<file path="config.mk">
export PLATFORM = sky130hd
export DESIGN_NAME = rf_write_sequencer
export DESIGN_NICKNAME = d
export VERILOG_FILES = /design/src/rtl/rf_write_sequencer.sv
export SDC_FILE = /design/constraint.sdc
export NUM_CORES = 1
export LEC_CHECK = 0
export ABC_CLOCK_PERIOD_IN_PS = 1600
export CAP_MARGIN = 0
export CELL_PAD_IN_SITES_DETAIL_PLACEMENT = 1
export CELL_PAD_IN_SITES_GLOBAL_PLACEMENT = 1
export CORE_MARGIN = 1.5
export CORE_UTILIZATION = 34
export DETAILED_ROUTE_END_ITERATION = 8
export PLACE_DENSITY = 0.81
export SYNTH_ARGS = -nofsm -noshare
export SYNTH_HDL_FRONTEND = slang
export SYNTH_SLANG_ARGS = --single-unit
</file>
<file path="constraint.sdc">
create_clock -name clk_i -period 1.6 [get_ports clk_i]
set_input_delay 0.24 -clock clk_i [delete_from_list [all_inputs] [get_ports clk_i]]
set_output_delay 0.24 -clock clk_i [all_outputs]
set_load 0.02 [all_outputs]
</file>
<file path="src/rtl/rf_write_sequencer.sv">
// Burst write sequencer for the latch-based register file. It turns a start command
// and a valid/ready word stream into registered single-word writes (waddr/wdata/we).
// Optional feature macro: RF_WRITE_SEQ_CLEAR_EN adds clear_i and a CLEAR state that zero-fills the RF.
//
// state | meaning
// IDLE  | waiting for start_i (or clear_i when enabled)
// LOAD  | accepting stream words, one RF write per handshake
// DONE  | one-cycle done_o pulse, then back to IDLE
// CLEAR | writing zero to every address (RF_WRITE_SEQ_CLEAR_EN only)
module rf_write_sequencer #(
  parameter int AddrWidth = 4,
  parameter int DataWidth = 16
) (
  input  logic                 clk_i,
  input  logic                 rst_ni,
  input  logic                 start_i,
  input  logic [AddrWidth-1:0] base_addr_i,
  input  logic [AddrWidth:0]   num_words_i,
  input  logic                 abort_i,
  input  logic                 s_valid_i,
  output logic                 s_ready_o,
  input  logic [DataWidth-1:0] s_data_i,
  output logic [AddrWidth-1:0] waddr_o,
  output logic [DataWidth-1:0] wdata_o,
  output logic                 we_o,
  output logic                 busy_o,
  output logic                 done_o
`ifdef RF_WRITE_SEQ_CLEAR_EN
  ,
  input  logic                 clear_i
`endif
);

  localparam logic [1:0] IDLE  = 2'd0;
  localparam logic [1:0] LOAD  = 2'd1;
  localparam logic [1:0] DONE  = 2'd2;
`ifdef RF_WRITE_SEQ_CLEAR_EN
  localparam logic [1:0] CLEAR = 2'd3;
`endif

  localparam logic [AddrWidth:0] NumWordsW = {1'b1, {AddrWidth{1'b0}}};

  logic [1:0]           state_q, state_d;
  logic [AddrWidth-1:0] addr_q, addr_d;
  logic [AddrWidth:0]   rem_q, rem_d;
  logic [AddrWidth-1:0] waddr_q, waddr_d;
  logic [DataWidth-1:0] wdata_q, wdata_d;
  logic                 we_q, we_d;
  logic [AddrWidth:0]   num_clamped;

  assign num_clamped = (num_words_i > NumWordsW) ? NumWordsW : num_words_i;

  always_comb begin
    state_d = state_q;
    addr_d  = addr_q;
    rem_d   = rem_q;
    waddr_d = waddr_q;
    wdata_d = wdata_q;
    we_d    = 1'b0;
    case (state_q)
      IDLE: begin
        if (start_i) begin
          addr_d  = base_addr_i;
          rem_d   = num_clamped;
          state_d = (num_clamped == '0) ? DONE : LOAD;
        end
`ifdef RF_WRITE_SEQ_CLEAR_EN
        else if (clear_i) begin
          addr_d  = '0;
          rem_d   = NumWordsW;
          state_d = CLEAR;
        end
`endif
      end
      LOAD: begin
        // s_ready_o is the state decode, so a valid in LOAD is a handshake
        if (s_valid_i) begin
          we_d    = 1'b1;
          waddr_d = addr_q;
          wdata_d = s_data_i;
          addr_d  = addr_q + 1'b1;
          rem_d   = rem_q - 1'b1;
          if (rem_q == 1) state_d = DONE;
        end
        if (abort_i) state_d = IDLE;
      end
      DONE: state_d = IDLE;
`ifdef RF_WRITE_SEQ_CLEAR_EN
      CLEAR: begin
        we_d    = 1'b1;
        waddr_d = addr_q;
        wdata_d = '0;
        addr_d  = addr_q + 1'b1;
        rem_d   = rem_q - 1'b1;
        if (rem_q == 1) state_d = DONE;
        if (abort_i) state_d = IDLE;
      end
`endif
      default: state_d = IDLE;
    endcase
  end

  always_ff @(posedge clk_i or negedge rst_ni) begin
    if (!rst_ni) begin
      state_q <= IDLE;
      addr_q  <= '0;
      rem_q   <= '0;
      waddr_q <= '0;
      wdata_q <= '0;
      we_q    <= 1'b0;
    end else begin
      state_q <= state_d;
      addr_q  <= addr_d;
      rem_q   <= rem_d;
      waddr_q <= waddr_d;
      wdata_q <= wdata_d;
      we_q    <= we_d;
    end
  end

  assign s_ready_o = (state_q == LOAD);
  assign busy_o    = (state_q != IDLE);
  assign done_o    = (state_q == DONE);
  assign waddr_o   = waddr_q;
  assign wdata_o   = wdata_q;
  assign we_o      = we_q;

endmodule

</file>
==> impl_metrics.tcl <==
set metrics [dict create \
    result_of_the_run "finished clean" \
    antennaDiodeCount 0 \
    grt_start_max_net_pins 33 \
    hold_buffers 0 \
    cts_buffers 5 \
    boundaryPins 54 \
    port_buffers 53 \
    cts_max_level 2 \
    initial_utilization_pct 35.26 \
    crit_path_max_incr_delay_ns 0.45 \
    fp-row-count 24 \
    yosys_warnings 0 \
    worstPathArrival_ns 1.70 \
    transition_at_the_pin_with_the_smallest_max_transition_slack_ns 0.4228 \
    synth-async-reset-ratio_pct 100.0 \
    die_y_extent_um 70.20 \
    seqPwrFrac_pct 34.8 \
    timing.slew.headroom_pct 71.81 \
    clkSlewWorstSetupHoldPaths_ns 0.07 \
    max-clock-path-buffers 2 \
    setup_tns_ns 0 \
    worst-r2r-cell-count 5 \
    vias_per_cell 5.154 \
    clockPowerShare_pct 19.2 \
    gp_congestion 0.7802 \
    layout_min_cycle_time_ns 1.549 \
    netlist.area_leader.share_pct 52.16 \
    postRouteAntennaNets 0 \
    cp_slowest_cell "sky130_fd_sc_hd__or3b_2" \
    cts_tree "done" \
    floorplan.die_area_mm2 0.004927 \
    synth_enable_flop_cells 0 \
    cell_accounting_for_the_most_synthesized_area "sky130_fd_sc_hd__dfrtp_1" \
    yosysUniqueCellTypes 42 \
    finalWorstSetupSlack_ns 0.05132 \
    power_mw 3.960 \
    synth_common_cells "sky130_fd_sc_hd__dfrtp_1 (32), sky130_fd_sc_hd__mux2_2 (20), sky130_fd_sc_hd__inv_1 (9), sky130_fd_sc_hd__a211oi_1 (5), sky130_fd_sc_hd__o21ai_0 (5)" \
    path_max_fanout 3 \
    sinks_on_clock_net 32 \
    nNetsFinal 227 \
    route.detailed.wl_per_inst_um 17.50 \
    wire_length_after_detailed_routing_mm 4.323 \
    synth_nets 162 \
    critPathLaunchType "flip-flop" \
    ys_dominant_reg_cell "sky130_fd_sc_hd__dfrtp_1" \
    hold_slack_ns 0.3603 \
    synth.area.top_cells "sky130_fd_sc_hd__dfrtp_1 (52%), sky130_fd_sc_hd__mux2_2 (15%), sky130_fd_sc_hd__a211oi_1 (2.4%)" \
    layout-drive-gt1-share_pct 26.15 \
    cellLeakagePower_nw 0.9934 \
    hold_path_class "primary input to asynchronous set/reset pin" \
    synth_cells 129 \
    setup_viol 0 \
    dp_worst_setup_slack_ns -0.003486 \
    cts_root_buffer "sky130_fd_sc_hd__clkbuf_8" \
    grt-ovfl-total 0 \
    number_of_maximum_capacitance_violations 0 \
    syn2layout_area_growth_pct 50.86 \
    layout_worst_path_cycle_share_pct 96.79 \
    worst_clock_skew_ns 0.01004 \
    grt_util_all_layers_pct 18.70 \
    crit_type "flip-flop to flip-flop" \
    hold_viol 0 \
    dr_total_vias 1273 \
    required_time_of_the_critical_path_ns 1.75 \
    detail_route.drc_violations 0 \
    seq_area_frac_synth_pct 52.16 \
    netSwitchingFraction_pct 34.86 \
    cellInternalPower_mw 2.580 \
    p_sw_mw 1.381 \
    drt_first_pass_iters 4 \
    timing.critical_path.to_type "flip-flop" \
    yosysMostFrequentCell "sky130_fd_sc_hd__dfrtp_1" \
    vdd_ir_drop_max_v 0.0006891 \
    netlist_area_mm2 0.001535 \
    unrepaired_setup_endpoints_after_global_routing "false" \
    synthesis.area_per_instance_um2 11.90 \
    clk-insertion-delay-late_ns 0.29 \
    fmax_mhz 645.7 \
    antenna_found_initial 0 \
    cellPowerDensity_mw_per_mm2 1710 \
    core_region_mm2 0.004354 \
    comb_power_share_pct 46.1 \
    first_pass_grt_wire_length_mm 7.010 \
    path_cells "inv_1 > ha_4 > or3b_2 > a211oi_2 > o22ai_1" \
    ys_ff_latch 32 \
    detail_route.iter0.violations 28 \
    timing_max_transition_violations_final 0 \
    detailedPlacementHpwl_mm 3.290 \
    die_w_um 70.20 \
    number_of_global_route_vias_before_repair 1389 \
]
[worst paths after layout]
kind                             startpoint     endpoint  slack, ns
worst max register to register     rem_q[1]     rem_q[4]       0.05
min in group clk_i              wdata_o[10]  wdata_o[10]       0.50
worst min-delay path                 rst_ni  wdata_o[13]       0.36
worst min register to register  wdata_o[10]  wdata_o[10]       0.50
worst max-delay path               rem_q[1]     rem_q[4]       0.05
max in group asynchronous            rst_ni   state_q[0]       0.91
[sequential cells by signal, summed over array words and instances, names as in the netlist]
| register | flops |
|---|---|
| addr_q | 4 |
| rem_q | 5 |
| state_q | 2 |
| waddr_o | 4 |
| wdata_o | 16 |
| we_o | 1 |
[kinds of logic (layout without fill, tap and decap cells)]
logic type / Yosys count / in the layout / share of synthesized area (%)
AND/OR/NAND/NOR: 26 / 26 / 10.60
AO/OA/AOI/OAI: 27 / 27 / 12.31
adder cells (fa/ha/maj): 3 / 3 / 2.445
buffers and inverters: 18 / 84 / 5.868
multiplexers: 23 / 23 / 16.63
flip-flops: 32 / 32 / 52.16
[placed cells by master (no fill, tap or decap), types with 2 or more instances in the layout]
cell type                         instances
sky130_fd_sc_hd__ha_1                     2
sky130_fd_sc_hd__nor2b_1                  3
sky130_fd_sc_hd__a2bb2oi_1                2
sky130_fd_sc_hd__clkbuf_8                 5
sky130_fd_sc_hd__a22oi_1                  2
sky130_fd_sc_hd__clkdlybuf4s50_1         50
sky130_fd_sc_hd__o22ai_1                  3
sky130_fd_sc_hd__nor3_1                   2
sky130_fd_sc_hd__nor4b_1                  2
sky130_fd_sc_hd__buf_12                   2
sky130_fd_sc_hd__mux2_2                  20
sky130_fd_sc_hd__a21oi_1                  3
sky130_fd_sc_hd__nor2_1                   3
sky130_fd_sc_hd__inv_1                    9
sky130_fd_sc_hd__buf_4                   11
sky130_fd_sc_hd__mux2i_1                  3
sky130_fd_sc_hd__o21ai_0                  5
sky130_fd_sc_hd__nand3_1                  2
sky130_fd_sc_hd__a211oi_1                 4
sky130_fd_sc_hd__dfrtp_1                 31
sky130_fd_sc_hd__clkbuf_2                 2
[metrics by stage]
stage | area, µm² | cells | util [%]
floorplan | 1535 | 129 | -
global placement | 2201 | 239 | 50.55
detailed placement | 2201 | 239 | 50.55
CTS | 2308 | 247 | 53.02
global route | 2316 | 247 | 53.19
finish | 2316 | 247 | 53.19
[per-layer routing]
metal | part of all wire, % | vias up | track usage (%)
li1 | - | 600 | -
met5 | 0 | - | 0
met2 | 53 | 40 | 33.65
met3 | 4.2 | 5 | 4.906
met1 | 42 | 628 | 21.28
met4 | 1.2 | 0 | 6.624
[timing repair]
item / in CTS / in global routing
pin swaps: 0 / 0
setup buffers: 0 / 0
resized for setup: 6 / 5
endpoints found under the setup margin: 3 / 3
[critical path: cells and delay by family (launching register included)]
kind                       cells  cell delay, ns
AOI/OAI and AO/OA              2            0.31
adders and majority gates      1            0.15
buffers and inverters          1            0.11
DFF                            1            0.39
and+or+nand+nor                1            0.45
[power groups by stage]
stage | registers, mW | clock network (mW) | logic (mW)
after CTS | 1.38 | 0.775 | 1.81
after global routing | 1.43 | 0.812 | 1.95
after floorplan | 1.60 | 0 | 0.715
final | 1.38 | 0.760 | 1.82
after global placement | 1.35 | 0 | 1.72
after detailed placement | 1.39 | 0 | 1.81
[cell type report]
type | instances | area (µm²)
repair buffers | 66 | 641.9
flip-flops and latches | 32 | 802.0
multi-input cells | 79 | 661.9
well taps | 52 | 65.06
clock inverters | 2 | 35.03
clock buffers | 6 | 72.57
fillers | 474 | 2038
inverters | 10 | 37.54
No activity file was read; power rests on OpenSTA's default activity.
